File: config.mk
export PLATFORM = sky130hd
export DESIGN_NAME = bram_arbiter
export DESIGN_NICKNAME = d
export VERILOG_FILES = /design/src/rtl/bram_arbiter_pkg.sv /design/src/rtl/bram_arbiter.sv
export SDC_FILE = /design/constraint.sdc
export NUM_CORES = 1
export LEC_CHECK = 0
export BUFFER_PORTS_ARGS = -buffer_cell sky130_fd_sc_hd__buf_4
export CAP_MARGIN = 5
export CORE_AREA = 10 10 80 82
export CTS_CLUSTER_SIZE = 20
export DETAILED_ROUTE_END_ITERATION = 7
export DIE_AREA = 0 0 90 92
export GPL_TIMING_DRIVEN = 0
export PLACE_DENSITY_LB_ADDON = 0.2
export SLEW_MARGIN = 20
export SYNTH_ARGS = -nofsm -noshare
export SYNTH_HDL_FRONTEND = slang
export SYNTH_SLANG_ARGS = --single-unit
File: constraint.sdc
create_clock -name clk -period 2.2 [get_ports clk]
set_clock_uncertainty 0.1 [all_clocks]
set_input_delay 0 -clock clk [delete_from_list [all_inputs] [get_ports clk]]
set_output_delay 0 -clock clk [all_outputs]
set_load 0.03 [all_outputs]
File: src/rtl/bram_arbiter_pkg.sv
// Shared constants for the BRAM arbiter: arbitration modes and port indices.
package bram_arbiter_pkg;

    localparam int unsigned ARB_RR   = 0;
    localparam int unsigned ARB_PRIO = 1;

    localparam logic PORT_IFETCH = 1'b0;
    localparam logic PORT_LSU    = 1'b1;

    localparam int unsigned BURST_CNT_W = 4;

endpackage

File: src/rtl/bram_arbiter.sv
// Two-port arbiter in front of a single-port synchronous BRAM (1-cycle read latency).
// Port 0 is instruction fetch, port 1 is load/store. Grants are combinational in the
// request cycle; the response is steered back to its owner the following cycle.
module bram_arbiter
    import bram_arbiter_pkg::*;
#(
    parameter int unsigned DEPTH_LOG = 8,
    parameter int unsigned WIDTH     = 32,
    parameter int unsigned ARB_MODE  = ARB_RR,
    parameter int unsigned MAX_BURST = 4
) (
    input  logic                 clk,
    input  logic                 reset,

    input  logic                 p0_req,
    input  logic                 p0_we,
    input  logic [DEPTH_LOG-1:0] p0_addr,
    input  logic [WIDTH-1:0]     p0_wdata,
    output logic                 p0_gnt,
    output logic                 p0_rvalid,
    output logic [WIDTH-1:0]     p0_rdata,

    input  logic                 p1_req,
    input  logic                 p1_we,
    input  logic [DEPTH_LOG-1:0] p1_addr,
    input  logic [WIDTH-1:0]     p1_wdata,
    output logic                 p1_gnt,
    output logic                 p1_rvalid,
    output logic [WIDTH-1:0]     p1_rdata,

    output logic                 mem_en,
    output logic                 mem_we,
    output logic [DEPTH_LOG-1:0] mem_addr,
    output logic [WIDTH-1:0]     mem_di,
    input  logic [WIDTH-1:0]     mem_do
);

    localparam logic [BURST_CNT_W-1:0] MAX_CNT = BURST_CNT_W'(MAX_BURST);

    logic                   last_win_q,   last_win_d;
    logic [BURST_CNT_W-1:0] burst_cnt_q,  burst_cnt_d;
    logic                   resp_valid_q, resp_valid_d;
    logic                   resp_owner_q, resp_owner_d;

    logic                   p0_win;
    logic                   p1_win;

    // Pick the winner; a tie is resolved by round-robin or by bounded fixed priority.
    always_comb begin
        p0_win = 1'b0;
        p1_win = 1'b0;
        if (p0_req && !p1_req) begin
            p0_win = 1'b1;
        end else if (p1_req && !p0_req) begin
            p1_win = 1'b1;
        end else if (p0_req && p1_req) begin
            if (ARB_MODE == ARB_PRIO) begin
                if (burst_cnt_q == MAX_CNT) begin
                    p1_win = 1'b1;
                end else begin
                    p0_win = 1'b1;
                end
            end else begin
                if (last_win_q == PORT_LSU) begin
                    p0_win = 1'b1;
                end else begin
                    p1_win = 1'b1;
                end
            end
        end
    end

    // Grants are suppressed while reset is held so no access starts during reset.
    always_comb begin
        p0_gnt = p0_win & ~reset;
        p1_gnt = p1_win & ~reset;
    end

    // Route the winner's fields to the BRAM; port 0 fields are parked there when idle.
    always_comb begin
        mem_en   = p0_gnt | p1_gnt;
        mem_we   = 1'b0;
        mem_addr = p0_addr;
        mem_di   = p0_wdata;
        if (p1_gnt) begin
            mem_we   = p1_we;
            mem_addr = p1_addr;
            mem_di   = p1_wdata;
        end else if (p0_gnt) begin
            mem_we   = p0_we;
        end
    end

    // Next-state for arbitration history and the response pipeline stage.
    always_comb begin
        last_win_d   = last_win_q;
        burst_cnt_d  = burst_cnt_q;
        resp_valid_d = p0_gnt | p1_gnt;
        resp_owner_d = p1_gnt ? PORT_LSU : PORT_IFETCH;

        if (p1_gnt) begin
            last_win_d = PORT_LSU;
        end else if (p0_gnt) begin
            last_win_d = PORT_IFETCH;
        end

        if (!p1_req || p1_gnt) begin
            burst_cnt_d = '0;
        end else if (p0_gnt && (burst_cnt_q != MAX_CNT)) begin
            burst_cnt_d = burst_cnt_q + BURST_CNT_W'(1);
        end
    end

    // State registers.
    always_ff @(posedge clk or posedge reset) begin
        if (reset) begin
            last_win_q   <= PORT_LSU;
            burst_cnt_q  <= '0;
            resp_valid_q <= 1'b0;
            resp_owner_q <= PORT_IFETCH;
        end else begin
            last_win_q   <= last_win_d;
            burst_cnt_q  <= burst_cnt_d;
            resp_valid_q <= resp_valid_d;
            resp_owner_q <= resp_owner_d;
        end
    end

    // Steer the BRAM output back to whichever port owned last cycle's access.
    always_comb begin
        p0_rvalid = resp_valid_q & (resp_owner_q == PORT_IFETCH);
        p1_rvalid = resp_valid_q & (resp_owner_q == PORT_LSU);
        p0_rdata  = mem_do;
        p1_rdata  = mem_do;
    end

endmodule

After elaboration in Yosys (flattened, before gate mapping)

Index checks and enable logic that the tools add are counted.

Bits in registers: 3
Input port bits: 118
Output and inout bits: 110
Word-level logic and storage cells: 31

Multiplexer cells: 15
Bitwise logic cells: 7
Reductions and logical operators: 6

Operator list:

| operator           | count |
|---|---|
| 2-to-1 mux 32 bit  | 1 |
| 2-to-1 mux 1 bit   | 13 |
| 2-to-1 mux 8 bit   | 1 |
| bitwise AND 1 bit  | 4 |
| logical AND 1 bit  | 3 |
| logical NOT 1 bit  | 2 |
| inverter 1 bit     | 2 |
| nonzero test 2 bit | 1 |
| OR 1 bit           | 1 |

Logic depth before layout (Yosys ltp)

Word-level depth: 7
Gate-level depth with buffers: 5
Depth with buffers taken out: 3

Worst setup path before layout

Ideal clock, no wire load.

Path type: flip-flop to output port
Start: register last_win_q
End: output mem_addr[0]
Data arrival time: 1,381 ps
Required time: 2,100 ps
Setup slack: 719 ps
Stages on the path, launching flop included: 6
Path buffers: 2
Path through: dfstp_2 -> nand2_1 -> and3_1 -> buf_6 -> buf_12 -> mux2_4

Word-level cells in the longest chain between the ends: 6

RTL lines:

| what                   | line                | RTL |
|---|---|---|
| start, declared        | bram_arbiter.sv:40  | `logic last_win_q, last_win_d;` |
| start signal, assigned | bram_arbiter.sv:122 | `last_win_q <= last_win_d;` |
| 2-to-1 mux 1 bit       | bram_arbiter.sv:64  | `if (last_win_q == PORT_LSU) begin` |
| 2-to-1 mux 1 bit       | bram_arbiter.sv:56  | `end else if (p0_req && p1_req) begin` |
| 2-to-1 mux 1 bit       | bram_arbiter.sv:54  | `end else if (p1_req && !p0_req) begin` |
| 2-to-1 mux 1 bit       | bram_arbiter.sv:52  | `if (p0_req && !p1_req) begin` |
| bitwise AND 1 bit      | bram_arbiter.sv:76  | `p1_gnt = p1_win & ~reset;` |
| via p1_gnt             | bram_arbiter.sv:27  | `output logic p1_gnt,` |
| 2-to-1 mux 8 bit       | bram_arbiter.sv:85  | `if (p1_gnt) begin` |
| end, declared          | bram_arbiter.sv:33  | `output logic [DEPTH_LOG-1:0] mem_addr,` |

The timed path passes the listed nets, and every way through them passes these cells.

Worst setup path in the final report

Start: register last_win_q
End: output mem_addr[5]

Word-level cells in the longest chain between the ends: 6

RTL lines:

| what              | line |
|---|---|
| 2-to-1 mux 1 bit  | bram_arbiter.sv:64 |
| 2-to-1 mux 1 bit  | bram_arbiter.sv:56 |
| 2-to-1 mux 1 bit  | bram_arbiter.sv:54 |
| 2-to-1 mux 1 bit  | bram_arbiter.sv:52 |
| bitwise AND 1 bit | bram_arbiter.sv:76 |
| 2-to-1 mux 8 bit  | bram_arbiter.sv:85 |

No other way between the ends.

==> PnR_summary.wiki <==
{| class="wikitable"
! Metric !! Value
|-
| Run status || complete, but fails checks
|-
| Violations in the final reports || hold timing
|-
| Depth of the CTS H-tree || 1
|-
| Endpoint of the most critical register-to-register path || resp_owner_q
|-
| Proportion of layout cells with a drive suffix above 1 || 0.9451
|-
| DR DRC count || 0
|-
| Routed len/inst || between 15 and 20 um
|-
| Worst reg2reg setup slack || around 0.91 ns
|-
| Vias after detailed routing || 1529
|-
| Worst hold path type || input pin to register
|-
| Iter 0 DRT Violations || 10
|-
| RSZ-0062 raised after global routing || no
|-
| Number of buffers on the longest clock path || 2
|-
| Number of unique standard cell types used by synthesis || 18
|-
| Total Neg Setup Slack || 0 ns
|-
| Reported max-cap violation count || 0
|-
| Worst skew pair latency || around 0.21 ns
|-
| Max_slew headroom || 0.8825
|-
| Core area || just under 0.005 mm2
|-
| Min-delay src || p1_req
|-
| Synthesized netlist net count || ~250
|-
| Hold Path Cell Cnt || 3
|-
| Terminating pin of the worst hold path || resp_valid_q
|-
| Relative area change from synthesis to final layout || 122.1%
|-
| Data required time at the worst endpoint || approximately 2.1 ns
|-
| Post-detailed-route via-to-cell ratio || a little under 4
|-
| Final count of hold timing violations || 1
|-
| Resized Gates After CTS || 0
|-
| Worst Hold Slack || -0.002744 ns
|-
| Number of instances in the synthesized netlist || between 100 and 150
|-
| Horizontal die dimension || around 90 um
|-
| Post-detailed-route count of antenna-violating nets || 0
|-
| Global routing usage summed across all routing layers || 0.1514
|-
| Full die area || about 0.0083 mm2
|-
| Max-slew violation count || 0
|-
| Root buffer cell || sky130_fd_sc_hd__clkbuf_8
|-
| Post-route fraction of the period consumed by the critical path || 0.8446
|-
| Area of the mapped netlist || between 0.001 and 0.0015 mm2
|-
| Count of warnings emitted by yosys || 0
|-
| Number of ports placed on the die boundary || roughly 230
|-
| Leakage power of the design || around 1.7 nW
|-
| Crit path launch type || register
|-
| Time the final worst path needs with I/O delays and setup || around 1.9 ns
|-
| GPL Wtd Cong || roughly 0.71
|-
| Largest fanout of any net on the critical path || 11
|-
| Clock edge transition at the registers on the reported setup and hold paths || ~0.030 ns
|-
| TritonRoute pass-1 iters || 3
|-
| Vias in the first global route || ~1.8k
|-
| Quantity of I/O buffers inserted on ports || ~200
|-
| Reg2Reg Launch Point || last_win_q
|-
| Overall die height || just over 90 um
|-
| Mean area per synthesized cell || 10.42 um2
|-
| Transition time of the tightest slew-check pin || about 0.17 ns
|-
| Nets || 447
|-
| Gr ovfl total || 0
|-
| Antenna violations before repair || 0
|-
| Maximum vdd ir drop || ~0.00045 V
|-
| Fmax achieved || about 540 MHz
|-
| PD cells || about 380 mW/mm2
|-
| Clock tree from TritonCTS || built
|-
| Worst Setup Path Type || register to primary output
|-
| First-pass GRT wire length || 10100 um
|-
| Portion of the post-synthesis area used by sequential elements || 0.05766
|-
| Arrival time at the worst endpoint || about 1.8 ns
|-
| Effective utilization at floorplan || 0.2695
|-
| Depth of the worst register-to-register path || 4
|-
| ANT cells || 0
|-
| Largest net degree at the start of global routing || 12
|-
| CP Capture Type || primary output
|-
| Total wirelength of the detailed-routed design || between 7000 and 8000 um
|-
| Number of sinks on the clock net || 3
|-
| FF+latch count, synth || 3
|-
| Tot Pwr || 1.105 mW
|-
| TritonCTS buffer count || 3
|-
| Number of setup violations in the final report || 0
|-
| Half-perimeter wire length after detailed placement || between 6000 and 7000 um
|-
| Number of rows created at floorplan || 26
|}
==> registers in the layout (all words and copies together) (netlist names) <==
register and cells:
resp_valid_q 1, resp_owner_q 1, last_win_q 1
==> cells by family (layout without fill, tap and decap cells) <==
logic type / count (synthesis) / after routing / synth area share
AO/OA/AOI/OAI: 2 / 2 / 0.007554
multiplexers: 40 / 40 / 0.4508
flip-flops: 3 / 3 / 0.05766
buffers and inverters: 70 / 271 / 0.4348
AND/OR/NAND/NOR: 12 / 12 / 0.04916
==> how the worst max path moves through the flow <==
| stage | start | end | slack (ns) | cells past startpoint |
|---|---|---|---|---|
| 2_1_floorplan | last_win_q | mem_addr[0] | 0.72 | 5 |
| 3_3_place_gp | last_win_q | mem_addr[5] | 0.57 | 6 |
| 3_5_place_dp | last_win_q | mem_di[3] | 0.56 | 6 |
| 4_1_cts | last_win_q | mem_addr[5] | 0.33 | 6 |
| 5_1_grt | last_win_q | mem_di[17] | 0.28 | 6 |
| 6_report | last_win_q | mem_addr[5] | 0.34 | 6 |
==> routing by layer <==
layer  global-route usage  vias up  part of all wire
met5                    0        -                 0
met4              0.01724        0            0.0065
met3               0.1035        4              0.15
met2               0.3111      109              0.57
met1               0.1148      658              0.27
li1                     -      758                 -
==> metrics by stage <==
step                cell area, um2  hold WS (ns)  utilization  setup WS (ns)  std cells
finish                        2940     -0.002744       0.5986         0.3420        398
global route                  2940       0.01743       0.5986         0.2776        398
CTS                           2940      0.006978       0.5986         0.3318        398
detailed placement            2875       -0.2075       0.5853         0.5607        392
global placement              2875       -0.2124       0.5853         0.5691        392
floorplan                     1324       -0.3602            -         0.7188        127
==> cells in the mapped netlist <==
master,count,area (um2)
sky130_fd_sc_hd__nand2b_1,1,6.260
sky130_fd_sc_hd__inv_2,1,3.750
sky130_fd_sc_hd__mux2_4,39,585.6
sky130_fd_sc_hd__or2b_2,1,8.760
sky130_fd_sc_hd__and2_1,1,6.260
sky130_fd_sc_hd__o21ai_0,1,5.000
sky130_fd_sc_hd__and3_1,1,6.260
sky130_fd_sc_hd__buf_12,4,80.08
sky130_fd_sc_hd__buf_4,64,480.5
sky130_fd_sc_hd__mux2_2,1,11.26
sky130_fd_sc_hd__nor2_1,2,7.510
sky130_fd_sc_hd__nand2_1,2,7.510
sky130_fd_sc_hd__dfstp_2,1,26.28
sky130_fd_sc_hd__nor2b_1,2,12.51
sky130_fd_sc_hd__dfrtp_1,2,50.05
sky130_fd_sc_hd__a21oi_1,1,5.000
sky130_fd_sc_hd__buf_6,1,11.26
sky130_fd_sc_hd__nand3_1,2,10.01
==> report_power, final <==
group          switching (mW)  internal [mW]
Clock                  0.0338          0.123
Sequential            0.00312         0.0643
Combinational           0.427          0.453
==> cells in the final DEF, fill, tap and decap left out, drive strengths merged <==
| cell type | n |
|---|---|
| buf | 264 |
| mux2 | 40 |
| clkbuf | 4 |
| nand2 | 2 |
| nor2 | 2 |
| nor2b | 2 |
| nand3 | 2 |
| dlygate4sd3 | 2 |
| dfrtp | 2 |
| inv | 1 |
| and3 | 1 |
| nand2b | 1 |
| or2b | 1 |
| o21ai | 1 |
| and2 | 1 |
| a21oi | 1 |
| dfstp | 1 |
==> cell type report <==
cell class / count / area, um2
plain buffers: 69 / 571.8
clock buffers: 4 / 45.04
fillers: 420 / 1972
inverters: 1 / 3.754
multi-input cells: 54 / 671.9
flip-flops and latches: 3 / 76.32
well taps: 70 / 87.58
repair buffers: 197 / 1484
==> timing repair <==
item                      in CTS  in global routing
hold endpoints to repair       5                  0
hold buffers                   2                  0
buffers inserted               0                  0
==> worst max-delay path, cell delays in order, from the launching register on <==
cell                      delay, ns
sky130_fd_sc_hd__dfstp_2       0.52
sky130_fd_sc_hd__nand2_1       0.06
sky130_fd_sc_hd__and3_1        0.19
sky130_fd_sc_hd__buf_6         0.14
sky130_fd_sc_hd__buf_12        0.15
sky130_fd_sc_hd__mux2_4        0.30
sky130_fd_sc_hd__buf_4         0.17
Power figures use the tool's default switching activity.
